`src/rtl/uart_fifo_core.sv`:
```
// rtl/uart_fifo_core.sv - UART core with TX/RX byte FIFOs behind a CTRL/TXDATA/RXDATA/STATUS register map
// Parity generation/checking is compiled in only when UART_PARITY_EN is defined.
module uart_fifo_core #(
   parameter int TX_DEPTH = 8,
   parameter int RX_DEPTH = 8,
   parameter int DIV_W    = 16
) (
   input  logic        clk_i,
   input  logic        rst_i,
   input  logic        ren,
   input  logic        we,
   input  logic [3:0]  addr,
   input  logic [31:0] wdata,
   output logic [31:0] rdata,
   output logic        tx_o,
   input  logic        rx_i,
   output logic        intr_tx,
   output logic        intr_rx,
   output logic        intr_err
);
   localparam int TAW = $clog2(TX_DEPTH);
   localparam int RAW = $clog2(RX_DEPTH);
   localparam int TCW = TAW + 1;
   localparam int RCW = RAW + 1;
   localparam logic [31:0] DIV_MASK = 32'(((64'd1 << DIV_W) - 64'd1) << 16);
`ifdef UART_PARITY_EN
   localparam logic [31:0] CTRL_MASK = DIV_MASK | 32'h0000_03FF;
`else
   localparam logic [31:0] CTRL_MASK = DIV_MASK | 32'h0000_03F3;
`endif

   typedef enum logic [2:0] {S_IDLE, S_START, S_DATA, S_PARITY, S_STOP} state_t;

   logic [31:0]      r_ctrl;
   logic             w_tx_en, w_rx_en;
   logic [5:0]       w_thresh;
   logic [DIV_W-1:0] w_div, w_half;
   logic             w_wr_ctrl, w_wr_tx, w_wr_stat, w_rd_rx;

   assign w_tx_en   = r_ctrl[0];
   assign w_rx_en   = r_ctrl[1];
   assign w_thresh  = (r_ctrl[9:4] == 6'd0) ? 6'd1 : r_ctrl[9:4];
   assign w_div     = (r_ctrl[16 +: DIV_W] < DIV_W'(2)) ? DIV_W'(2) : r_ctrl[16 +: DIV_W];
   assign w_half    = w_div >> 1;
   assign w_wr_ctrl = we && (addr == 4'h0);
   assign w_wr_tx   = we && (addr == 4'h4);
   assign w_wr_stat = we && (addr == 4'hC);
   assign w_rd_rx   = ren && (addr == 4'h8);

`ifdef UART_PARITY_EN
   logic w_par_en, w_par_odd;
   assign w_par_en  = r_ctrl[2];
   assign w_par_odd = r_ctrl[3];
`endif

   // ---------------- TX FIFO ----------------
   logic [7:0]     r_tx_mem [TX_DEPTH];
   logic [TAW-1:0] r_tx_wptr, r_tx_rptr;
   logic [TCW-1:0] r_tx_cnt;
   logic           w_tx_full, w_tx_empty, w_tx_push, w_tx_pop, w_tx_ovf_set;

   assign w_tx_full    = (r_tx_cnt == TCW'(TX_DEPTH));
   assign w_tx_empty   = (r_tx_cnt == '0);
   assign w_tx_push    = w_wr_tx && (!w_tx_full || w_tx_pop);
   assign w_tx_ovf_set = w_wr_tx && !w_tx_push;

   always_ff @(posedge clk_i) begin
      if (w_tx_push) r_tx_mem[r_tx_wptr] <= wdata[7:0];
   end

   always_ff @(posedge clk_i or posedge rst_i) begin
      if (rst_i) begin
         r_tx_wptr <= '0;
         r_tx_rptr <= '0;
         r_tx_cnt  <= '0;
      end else begin
         if (w_tx_push) r_tx_wptr <= r_tx_wptr + 1'b1;
         if (w_tx_pop)  r_tx_rptr <= r_tx_rptr + 1'b1;
         case ({w_tx_push, w_tx_pop})
            2'b10:   r_tx_cnt <= r_tx_cnt + 1'b1;
            2'b01:   r_tx_cnt <= r_tx_cnt - 1'b1;
            default: r_tx_cnt <= r_tx_cnt;
         endcase
      end
   end

   // ---------------- TX FSM ----------------
   state_t           r_tx_state, w_tx_next;
   logic [DIV_W-1:0] r_tx_bcnt;
   logic [2:0]       r_tx_bit;
   logic [7:0]       r_tx_shift;
   logic             w_tx_tick;
`ifdef UART_PARITY_EN
   logic             r_tx_pen, r_tx_par;
`endif

   // >= rather than == keeps the bit timer sane if div shrinks mid-bit
   assign w_tx_tick = (r_tx_bcnt >= w_div - 1'b1);

   always_comb begin
      w_tx_next = r_tx_state;
      w_tx_pop  = 1'b0;
      case (r_tx_state)
         S_IDLE: begin
            if (w_tx_en && !w_tx_empty) begin
               w_tx_pop  = 1'b1;
               w_tx_next = S_START;
            end
         end
         S_START: if (w_tx_tick) w_tx_next = S_DATA;
         S_DATA: begin
            if (w_tx_tick && (r_tx_bit == 3'd7)) begin
`ifdef UART_PARITY_EN
               w_tx_next = r_tx_pen ? S_PARITY : S_STOP;
`else
               w_tx_next = S_STOP;
`endif
            end
         end
`ifdef UART_PARITY_EN
         S_PARITY: if (w_tx_tick) w_tx_next = S_STOP;
`endif
         S_STOP: begin
            if (w_tx_tick) begin
               if (w_tx_en && !w_tx_empty) begin
                  w_tx_pop  = 1'b1;
                  w_tx_next = S_START;
               end else begin
                  w_tx_next = S_IDLE;
               end
            end
         end
         default: w_tx_next = S_IDLE;
      endcase
   end

   always_ff @(posedge clk_i or posedge rst_i) begin
      if (rst_i) begin
         r_tx_state <= S_IDLE;
         r_tx_bcnt  <= '0;
         r_tx_bit   <= '0;
         r_tx_shift <= '0;
`ifdef UART_PARITY_EN
         r_tx_pen   <= 1'b0;
         r_tx_par   <= 1'b0;
`endif
      end else begin
         r_tx_state <= w_tx_next;
         if ((r_tx_state == S_IDLE) || w_tx_tick) r_tx_bcnt <= '0;
         else                                     r_tx_bcnt <= r_tx_bcnt + 1'b1;
         if (w_tx_pop) begin
            r_tx_shift <= r_tx_mem[r_tx_rptr];
            r_tx_bit   <= '0;
`ifdef UART_PARITY_EN
            r_tx_pen   <= w_par_en;
            r_tx_par   <= (^r_tx_mem[r_tx_rptr]) ^ w_par_odd;
`endif
         end else if ((r_tx_state == S_DATA) && w_tx_tick) begin
            r_tx_shift <= {1'b0, r_tx_shift[7:1]};
            r_tx_bit   <= r_tx_bit + 1'b1;
         end
      end
   end

   always_comb begin
      case (r_tx_state)
         S_START:  tx_o = 1'b0;
         S_DATA:   tx_o = r_tx_shift[0];
`ifdef UART_PARITY_EN
         S_PARITY: tx_o = r_tx_par;
`endif
         default:  tx_o = 1'b1;
      endcase
   end

   // ---------------- RX FSM ----------------
   logic             r_rx_s1, r_rx_s2, r_rx_prev;
   state_t           r_rx_state, w_rx_next;
   logic [DIV_W-1:0] r_rx_bcnt;
   logic [2:0]       r_rx_bit;
   logic [7:0]       r_rx_shift;
   logic             w_rx_fall, w_rx_tick, w_rx_done, w_rx_good, w_ferr_set;
`ifdef UART_PARITY_EN
   logic             r_rx_pbad, w_perr_set;
`endif

   assign w_rx_fall  = r_rx_prev && !r_rx_s2;
   assign w_rx_tick  = (r_rx_state == S_START) ? (r_rx_bcnt >= w_half - 1'b1)
                                               : (r_rx_bcnt >= w_div - 1'b1);
   assign w_rx_done  = (r_rx_state == S_STOP) && w_rx_tick;
   assign w_ferr_set = w_rx_done && !r_rx_s2;
`ifdef UART_PARITY_EN
   assign w_perr_set = w_rx_done && r_rx_s2 && r_rx_pbad;
   assign w_rx_good  = w_rx_done && r_rx_s2 && !r_rx_pbad;
`else
   assign w_rx_good  = w_rx_done && r_rx_s2;
`endif

   always_comb begin
      w_rx_next = r_rx_state;
      case (r_rx_state)
         S_IDLE:  if (w_rx_en && w_rx_fall) w_rx_next = S_START;
         S_START: if (w_rx_tick) w_rx_next = r_rx_s2 ? S_IDLE : S_DATA;
         S_DATA: begin
            if (w_rx_tick && (r_rx_bit == 3'd7)) begin
`ifdef UART_PARITY_EN
               w_rx_next = w_par_en ? S_PARITY : S_STOP;
`else
               w_rx_next = S_STOP;
`endif
            end
         end
`ifdef UART_PARITY_EN
         S_PARITY: if (w_rx_tick) w_rx_next = S_STOP;
`endif
         S_STOP:  if (w_rx_tick) w_rx_next = S_IDLE;
         default: w_rx_next = S_IDLE;
      endcase
   end

   always_ff @(posedge clk_i or posedge rst_i) begin
      if (rst_i) begin
         r_rx_s1    <= 1'b1;
         r_rx_s2    <= 1'b1;
         r_rx_prev  <= 1'b1;
         r_rx_state <= S_IDLE;
         r_rx_bcnt  <= '0;
         r_rx_bit   <= '0;
         r_rx_shift <= '0;
`ifdef UART_PARITY_EN
         r_rx_pbad  <= 1'b0;
`endif
      end else begin
         r_rx_s1    <= rx_i;
         r_rx_s2    <= r_rx_s1;
         r_rx_prev  <= r_rx_s2;
         r_rx_state <= w_rx_next;
         if ((r_rx_state == S_IDLE) || w_rx_tick) r_rx_bcnt <= '0;
         else                                     r_rx_bcnt <= r_rx_bcnt + 1'b1;
         if (r_rx_state == S_START) r_rx_bit <= '0;
         if ((r_rx_state == S_DATA) && w_rx_tick) begin
            r_rx_shift <= {r_rx_s2, r_rx_shift[7:1]};
            r_rx_bit   <= r_rx_bit + 1'b1;
         end
`ifdef UART_PARITY_EN
         if (r_rx_state == S_START) r_rx_pbad <= 1'b0;
         else if ((r_rx_state == S_PARITY) && w_rx_tick)
            r_rx_pbad <= ((^r_rx_shift) ^ r_rx_s2) != w_par_odd;
`endif
      end
   end

   // ---------------- RX FIFO ----------------
   logic [7:0]     r_rx_mem [RX_DEPTH];
   logic [RAW-1:0] r_rx_wptr, r_rx_rptr;
   logic [RCW-1:0] r_rx_cnt;
   logic           w_rx_full, w_rx_empty, w_rx_push, w_rx_pop, w_rxovf_set;

   assign w_rx_full   = (r_rx_cnt == RCW'(RX_DEPTH));
   assign w_rx_empty  = (r_rx_cnt == '0);
   assign w_rx_pop    = w_rd_rx && !w_rx_empty;
   assign w_rx_push   = w_rx_good && (!w_rx_full || w_rx_pop);
   assign w_rxovf_set = w_rx_good && !w_rx_push;

   always_ff @(posedge clk_i) begin
      if (w_rx_push) r_rx_mem[r_rx_wptr] <= r_rx_shift;
   end

   always_ff @(posedge clk_i or posedge rst_i) begin
      if (rst_i) begin
         r_rx_wptr <= '0;
         r_rx_rptr <= '0;
         r_rx_cnt  <= '0;
      end else begin
         if (w_rx_push) r_rx_wptr <= r_rx_wptr + 1'b1;
         if (w_rx_pop)  r_rx_rptr <= r_rx_rptr + 1'b1;
         case ({w_rx_push, w_rx_pop})
            2'b10:   r_rx_cnt <= r_rx_cnt + 1'b1;
            2'b01:   r_rx_cnt <= r_rx_cnt - 1'b1;
            default: r_rx_cnt <= r_rx_cnt;
         endcase
      end
   end

   // ---------------- registers, sticky status ----------------
   logic r_tx_ovf, r_rx_ovf, r_frame_err, w_par_err;
`ifdef UART_PARITY_EN
   logic r_par_err;
   assign w_par_err = r_par_err;
`else
   assign w_par_err = 1'b0;
`endif

   always_ff @(posedge clk_i or posedge rst_i) begin
      if (rst_i) begin
         r_ctrl      <= '0;
         r_tx_ovf    <= 1'b0;
         r_rx_ovf    <= 1'b0;
         r_frame_err <= 1'b0;
`ifdef UART_PARITY_EN
         r_par_err   <= 1'b0;
`endif
      end else begin
         if (w_wr_ctrl) r_ctrl <= wdata & CTRL_MASK;
         r_tx_ovf    <= w_tx_ovf_set | (r_tx_ovf    & ~(w_wr_stat & wdata[4]));
         r_rx_ovf    <= w_rxovf_set  | (r_rx_ovf    & ~(w_wr_stat & wdata[5]));
         r_frame_err <= w_ferr_set   | (r_frame_err & ~(w_wr_stat & wdata[6]));
`ifdef UART_PARITY_EN
         r_par_err   <= w_perr_set   | (r_par_err   & ~(w_wr_stat & wdata[7]));
`endif
      end
   end

   logic [7:0]  w_tx_lvl, w_rx_lvl;
   logic [31:0] w_status;

   assign w_tx_lvl = {{(8-TCW){1'b0}}, r_tx_cnt};
   assign w_rx_lvl = {{(8-RCW){1'b0}}, r_rx_cnt};
   assign w_status = {8'h00, w_rx_lvl, w_tx_lvl, w_par_err, r_frame_err, r_rx_ovf, r_tx_ovf,
                      w_rx_empty, w_rx_full, w_tx_empty, w_tx_full};

   // rdata is forced to zero while reset is held, not just once registers clear
   always_comb begin
      rdata = '0;
      if (!rst_i) begin
         case (addr)
            4'h0:    rdata = r_ctrl;
            4'h8:    rdata = w_rx_empty ? 32'h0 : {24'h0, r_rx_mem[r_rx_rptr]};
            4'hC:    rdata = w_status;
            default: rdata = '0;
         endcase
      end
   end

   assign intr_tx  = w_tx_empty && (r_tx_state == S_IDLE);
   assign intr_rx  = (w_rx_lvl >= {2'b00, w_thresh});
   assign intr_err = r_tx_ovf | r_rx_ovf | r_frame_err | w_par_err;

endmodule

```
`config.mk`:
```
export PLATFORM = sky130hd
export DESIGN_NAME = uart_fifo_core
export DESIGN_NICKNAME = d
export VERILOG_FILES = /design/src/rtl/uart_fifo_core.sv
export SDC_FILE = /design/constraint.sdc
export NUM_CORES = 1
export LEC_CHECK = 0
export BUFFER_PORTS_ARGS = -buffer_cell sky130_fd_sc_hd__buf_2
export CAP_MARGIN = 20
export CORE_MARGIN = 1.5
export CORE_UTILIZATION = 35
export DETAILED_ROUTE_END_ITERATION = 10
export RECOVER_POWER = 50
export SYNTH_ARGS = -nofsm -noshare
export SYNTH_HDL_FRONTEND = slang
export SYNTH_SLANG_ARGS = --single-unit
```
`constraint.sdc`:
```
create_clock -name clk_i -period 7.3 [get_ports clk_i]
set_input_delay 1.46 -clock clk_i [delete_from_list [all_inputs] [get_ports clk_i]]
set_output_delay 1.46 -clock clk_i [all_outputs]
set_load 0.02 [all_outputs]
```
==> Word level (Yosys, flattened, before mapping) <==
Memories as Yosys holds them, arrays and structs flattened.
Index checks and enable logic that the tools add are counted.
{ "word_totals": {"memories": 2, "inputBits": 41, "word_cells": 160, "regBits": 110, "mem_bits_rw": 128} }
{ "op_classes": {"n_bitwise": 14, "n_mux": 36, "addsub": 14, "magnitude_cmp": 5, "n_eq_ne": 25, "n_reduce_logical": 43} }
{ "mem_list": {"columns": ["memory", "words", "word_bits", "rd", "rd_clocked_by_memory_dff", "wr", "line_no", "rtl"], "rows": [
  ["r_rx_mem", 8, 8, 1, 0, 1, "254", "logic [7:0] r_rx_mem [RX_DEPTH];"],
  ["r_tx_mem", 8, 8, 1, 0, 1, "57", "logic [7:0] r_tx_mem [TX_DEPTH];"]
]} }
{ "ops": {"columns": ["cell", "count"], "rows": [
  ["$pmux 32 s3", 1],
  ["$ge 16x16->1", 3],
  ["$mux 16", 3],
  ["$mux 3", 12],
  ["$add 16x1->16 const B", 2],
  ["$mux 32", 1],
  ["$mux 8", 3],
  ["$pmux 3 s4", 2],
  ["$logic_and 1x1->1", 20],
  ["$add 3x1->3 const B", 6],
  ["$eq 4x4->1 const B", 4],
  ["$lt 16x2->1 const B", 1],
  ["$ne 2x2->1 const B", 8],
  ["$pmux 4 s2", 2],
  ["$sub 15x1->16 const B", 1],
  ["$sub 16x1->16 const B", 1],
  ["$eq 3x3->1 const B", 4],
  ["$logic_not 4->1", 3],
  ["$add 4x1->4 const B", 2],
  ["$mux 1", 8],
  ["$reduce_and 4->1", 2],
  ["$reduce_bool 2->1", 4],
  ["$sub 4x1->4 const B", 2],
  ["$logic_not 1->1", 7],
  ["other kinds (15)", 35]
]} }

==> Depth between registers and ports, before layout <==
{ "depth": {"depth_word": 11, "depth_mapped": 24, "mapped_depth_nobuf": 22} }

==> Worst setup path after synthesis <==
OpenSTA, ideal clock, no wires.
{ "synth_timing": {"path_kind": "input -> output", "from": "in rst_i", "to": "out rdata[22]", "t_arrival_ps": 5534, "slack_ps": 306, "required_time_ps": 5840, "cell_stages": 3, "cell_sequence": "inv_1 clkbuf_1 and3_1"} }
{ "synth_via": {"elab_chain_cells": 1} }
{ "synth_rtl": {"columns": ["element", "line_no", "rtl"], "rows": [
  ["from (decl)", "9", "input logic rst_i,"],
  ["$mux 32", "325", "if (!rst_i) begin"],
  ["to (decl)", "14", "output logic [31:0] rdata,"]
]} }
Every way passes these cells.

==> Final worst setup path <==
{ "layout_timing": {"from": "reg r_ctrl[19]", "to": "reg r_rx_cnt[3]"} }
{ "layout_via": {"elab_chain_cells": 10} }
{ "layout_rtl": {"columns": ["element", "line_no", "rtl"], "rows": [
  ["from (decl)", "34", "logic [31:0] r_ctrl;"],
  ["from (signal assigned)", "304", "if (w_wr_ctrl) r_ctrl <= wdata & CTRL_MASK;"],
  ["$lt 16x2->1", "43", "assign w_div = (r_ctrl[16 +: DIV_W] < DIV_W'(2)) ? DIV_W'(2) : r_ctrl[16 +: DIV_W];"],
  ["$mux 16 *", "43", null],
  ["$sub 16x1->16 / $sub 15x1->16 (equally long branches)", "189, 188", null],
  ["$ge 16x16->1 (on tied branches)", "189, 188", null],
  ["$mux 1 *", "188", "assign w_rx_tick = (r_rx_state == S_START) ? (r_rx_bcnt >= w_half - 1'b1)"],
  ["$logic_and 1x1->1 *", "190", "assign w_rx_done = (r_rx_state == S_STOP) && w_rx_tick;"],
  ["$logic_and 1x1->1 *", "196", "assign w_rx_good = w_rx_done && r_rx_s2;"],
  ["$logic_and 1x1->1 *", "262", "assign w_rx_push = w_rx_good && (!w_rx_full || w_rx_pop);"],
  ["$eq 2x1->1 / $eq 2x2->1 (equally long branches)", "277", "case ({w_rx_push, w_rx_pop})"],
  ["$pmux 4 s2 / $reduce_bool 2->1 (equally long branches)", null, null],
  ["to (signal assigned)", "278", "2'b10: r_rx_cnt <= r_rx_cnt + 1'b1;"],
  ["to (signal assigned)", "279", "2'b01: r_rx_cnt <= r_rx_cnt - 1'b1;"],
  ["to (signal assigned)", "280", "default: r_rx_cnt <= r_rx_cnt;"],
  ["to (decl)", "256", "logic [RCW-1:0] r_rx_cnt;"]
]} }
Every way passes the cells marked *; elsewhere a longest branch is shown, timed or not.
A chain may end at the register's enable or synchronous reset.

==> metrics.yaml <==
power:
  power_mw: 4.22
  powerDensity_mw_per_mm2: 309
  leakagePower_nw: 5.55
  ir_drop_mv: 0.163
clock_tree:
  clock_sinks: 238
  cts_root_buf: "clkbuf_16"
  cts_setup_buffers: 0
  cts_buffers: 27
  clockBufferDepth: 3
  cts_tree: "done"
  cts_hold_buf: 0
  cts_resized: 0
  clkSlewWorstSetupHoldPaths_ps: 60
  worstSkewPairLatency_ps: 550
  htreeDepth: 1
logic_synthesis:
  synthTopCellsByCount: "128 x edfxtp_1, 107 x dfrtp_1, 85 x nor2_1"
  synth-warning-count: 0
  synth_ff_type: "edfxtp_1"
  synth_area_leaders: "edfxtp_1 32%, dfrtp_1 23%, ha_1 6.8%"
  synth-edff-count: 128
  synth.distinct_cells: 72
  synth_top_area_share_pct: 32.3
  ys_seq_elements: 238
  synth_largest_area_cell: "edfxtp_1"
  syn_avg_cell_area_um2: 13.2
  netlist_area_mm2: 0.0119
  post-synth-top-count-cell: "edfxtp_1"
  synthCells: 900
  ys_seq_area_share_pct: 55.5
  async_flop_share_pct: 46.2
cells_and_area:
  final_layout_size_suffix_gt1_share_pct: 20.9
  n_fill_cell: 3210
  diodes: 0
  instances_no_fill: 1442
  synthToLayoutAreaGrowth_pct: 14.6
  nNetsFinal: 1080
run_status:
  outcome: "finished with violations"
  violations: "capacitance limit, slew limit"
global_routing:
  grt_pass1_vias: 7438
  grt_util_all_layers_pct: 15.2
  grt_pass1_wl_mm: 42.2
  overflow: 0
  grt_max_degree: 67
  antenna_found_initial: 0
worst_setup_path:
  cp_cell_sequence: "nor3_1 -> nand4_1 -> nor2b_1 -> ha_1 -> or4b_4 -> nor3_1 -> nor3b_1 -> nor3b_1 -> nand2_1 -> xor2_1 -> ha_1 -> and4_1 -> a2111oi_0 -> buf_4 -> a21o_1 -> ha_1 -> ha_1 -> a21o_1 -> a21oi_1 -> xnor2_1 -> nor2_1 -> xor2_1"
  rrSetupSlack_ps: 1000
  cp_slowest_cell: "dfrtp_1"
  end_kind: "flip-flop"
  critPathLaunchType: "flip-flop"
  crit_path_frequent_cell: "ha_1"
  critPathKind: "flip-flop to flip-flop"
  worstPathArrival_ps: 6720
  critPathRequiredTime_ps: 7720
  critPathMaxStageDelay_ps: 580
  path_max_fanout: 12
sta:
  setup_violations: 0
  max_freq_mhz: 159
  max_slew_margin_pct: -37.4
  worst-slew-pin-transition_ps: 2060
  hold_viol_final: 0
  hold_ws_ps: 361
  grt_setup_unrepaired: "false"
  clock_skew_ps: 19.0
  fin_crit_sh_pct: 86.3
  tns_ps: 0
  period_minus_slack_ps: 6300
  drv_slew: 60
placed_design:
  numPortBuffers: 66
  hpwlAfterDp_mm: 18.6
  placed_cells: 1392
  place_congestion: 0.807
floorplan:
  initial_core_util_pct: 35.5
  die_area_mm2: 0.0351
  coreArea_mm2: 0.0335
  rows: 67
  die_x_um: 187
  die_height_um: 187
  boundaryPins: 77
route:
  postRouteAntennaNets: 0
  drt-initial-drc-count: 517
  wirelength_mm: 26.3
  dr.pass1.iters: 4
  post_drt_wl_per_cell_um: 18.3
  vias: 7326
  vias_per_cell: 5.08
  drc_errors: 0
flow_run:
  cap_violations: 2
worst_hold_path:
  hold_class: "flip-flop to flip-flop"
-- through the flow --
stage / utilization, % / instance area, um2 / setup WS, ps
2_1_floorplan: - / 11900 / 306
3_3_place_gp: 38.0 / 12700 / 1090
3_5_place_dp: 38.1 / 12800 / 1030
4_1_cts: 40.8 / 13700 / 974
5_1_grt: 40.7 / 13600 / 404
6_report: 40.7 / 13600 / 1000
-- worst max-delay path: cells and delay by family (launching register included) --
kind | cells | cell delay [ps]
fa+ha+maj | 4 | 1090
compound gates | 4 | 1200
simple gates | 10 | 2600
buf+inv | 1 | 200
xor+xnor | 3 | 500
flops | 1 | 580
-- kinds of logic (layout without fill, tap and decap cells) --
| logic type | after synthesis | in the layout | share of synthesized area [%] |
|---|---|---|---|
| AOI/OAI and AO/OA | 105 | 105 | 6.85 |
| and+or+nand+nor | 263 | 263 | 11.1 |
| DFF | 238 | 238 | 55.5 |
| muxes | 92 | 92 | 11.9 |
| buffers and inverters | 64 | 155 | 2.54 |
| xor gates and xnor gates | 70 | 70 | 5.15 |
| adders and majority gates | 66 | 66 | 7.00 |
| other | 2 | 5 | 0.0631 |
-- state kept, by name (all words and copies together), names as in the netlist, 4 cells and up --
register and count:
r_tx_cnt 4, r_rx_bcnt 16, r_rx_cnt 4, r_rx_mem 64, r_rx_shift 8, r_tx_shift 8, r_tx_mem 64, r_tx_bcnt 16
r_ctrl 24
-- area by class of cell --
class,count,area [um2],share of cell area [%]
repair buffers,86,477,3.50
clock inverters,19,201,1.48
inverters,19,73.8,0.541
multi-input cells,601,5030,36.9
well taps,448,561,4.11
flip-flops and latches,238,6600,48.4
clock buffers,31,691,5.07
-- cell usage in the layout, fill, tap and decap left out, drive strengths merged, types with 6 or more instances in the layout --
cell,netlist,routed
a21o,13,13
a21oi,15,15
a22oi,12,12
a31oi,7,7
and3,27,27
buf,24,72
clkbuf,21,45
clkinv,0,11
dfrtp,107,107
edfxtp,128,128
ha,65,65
inv,19,20
mux2,45,45
mux2i,15,15
mux4,32,32
nand2,47,47
nand2b,11,11
nand3,28,28
nor2,85,85
nor2b,6,6
nor3,16,16
nor3b,6,6
nor4,8,8
o21ai,10,10
xnor2,35,35
xor2,35,35
-- where the power goes --
part	switching (mW)	leakage, nW	internal [mW]
Clock	0.559	0.424	0.792
Combinational	0.488	2.54	0.525
Sequential	0.280	2.58	1.57
Total	1.33	5.55	2.89
-- per-layer routing --
metal	GRT usage, %	up-vias	wire (um)
met5	0	-	0
met4	3.54	0	401
li1	-	3503	-
met3	2.16	26	1060
met2	24.5	124	12100
met1	21.8	3673	12800
-- path summary, 6_finish.rpt --
path                       startpoint     endpoint  cells after the start
setup / recovery           r_ctrl[19]  r_rx_cnt[3]                     22
hold / removal                r_rx_s1      r_rx_s2                      0
setup reg to reg           r_ctrl[19]  r_rx_cnt[3]                     22
hold reg to reg               r_rx_s1      r_rx_s2                      0
max in group asynchronous       rst_i   r_ctrl[23]                      3
min in group asynchronous       rst_i   r_ctrl[22]                      2
No activity file was read; power rests on OpenSTA's default activity.
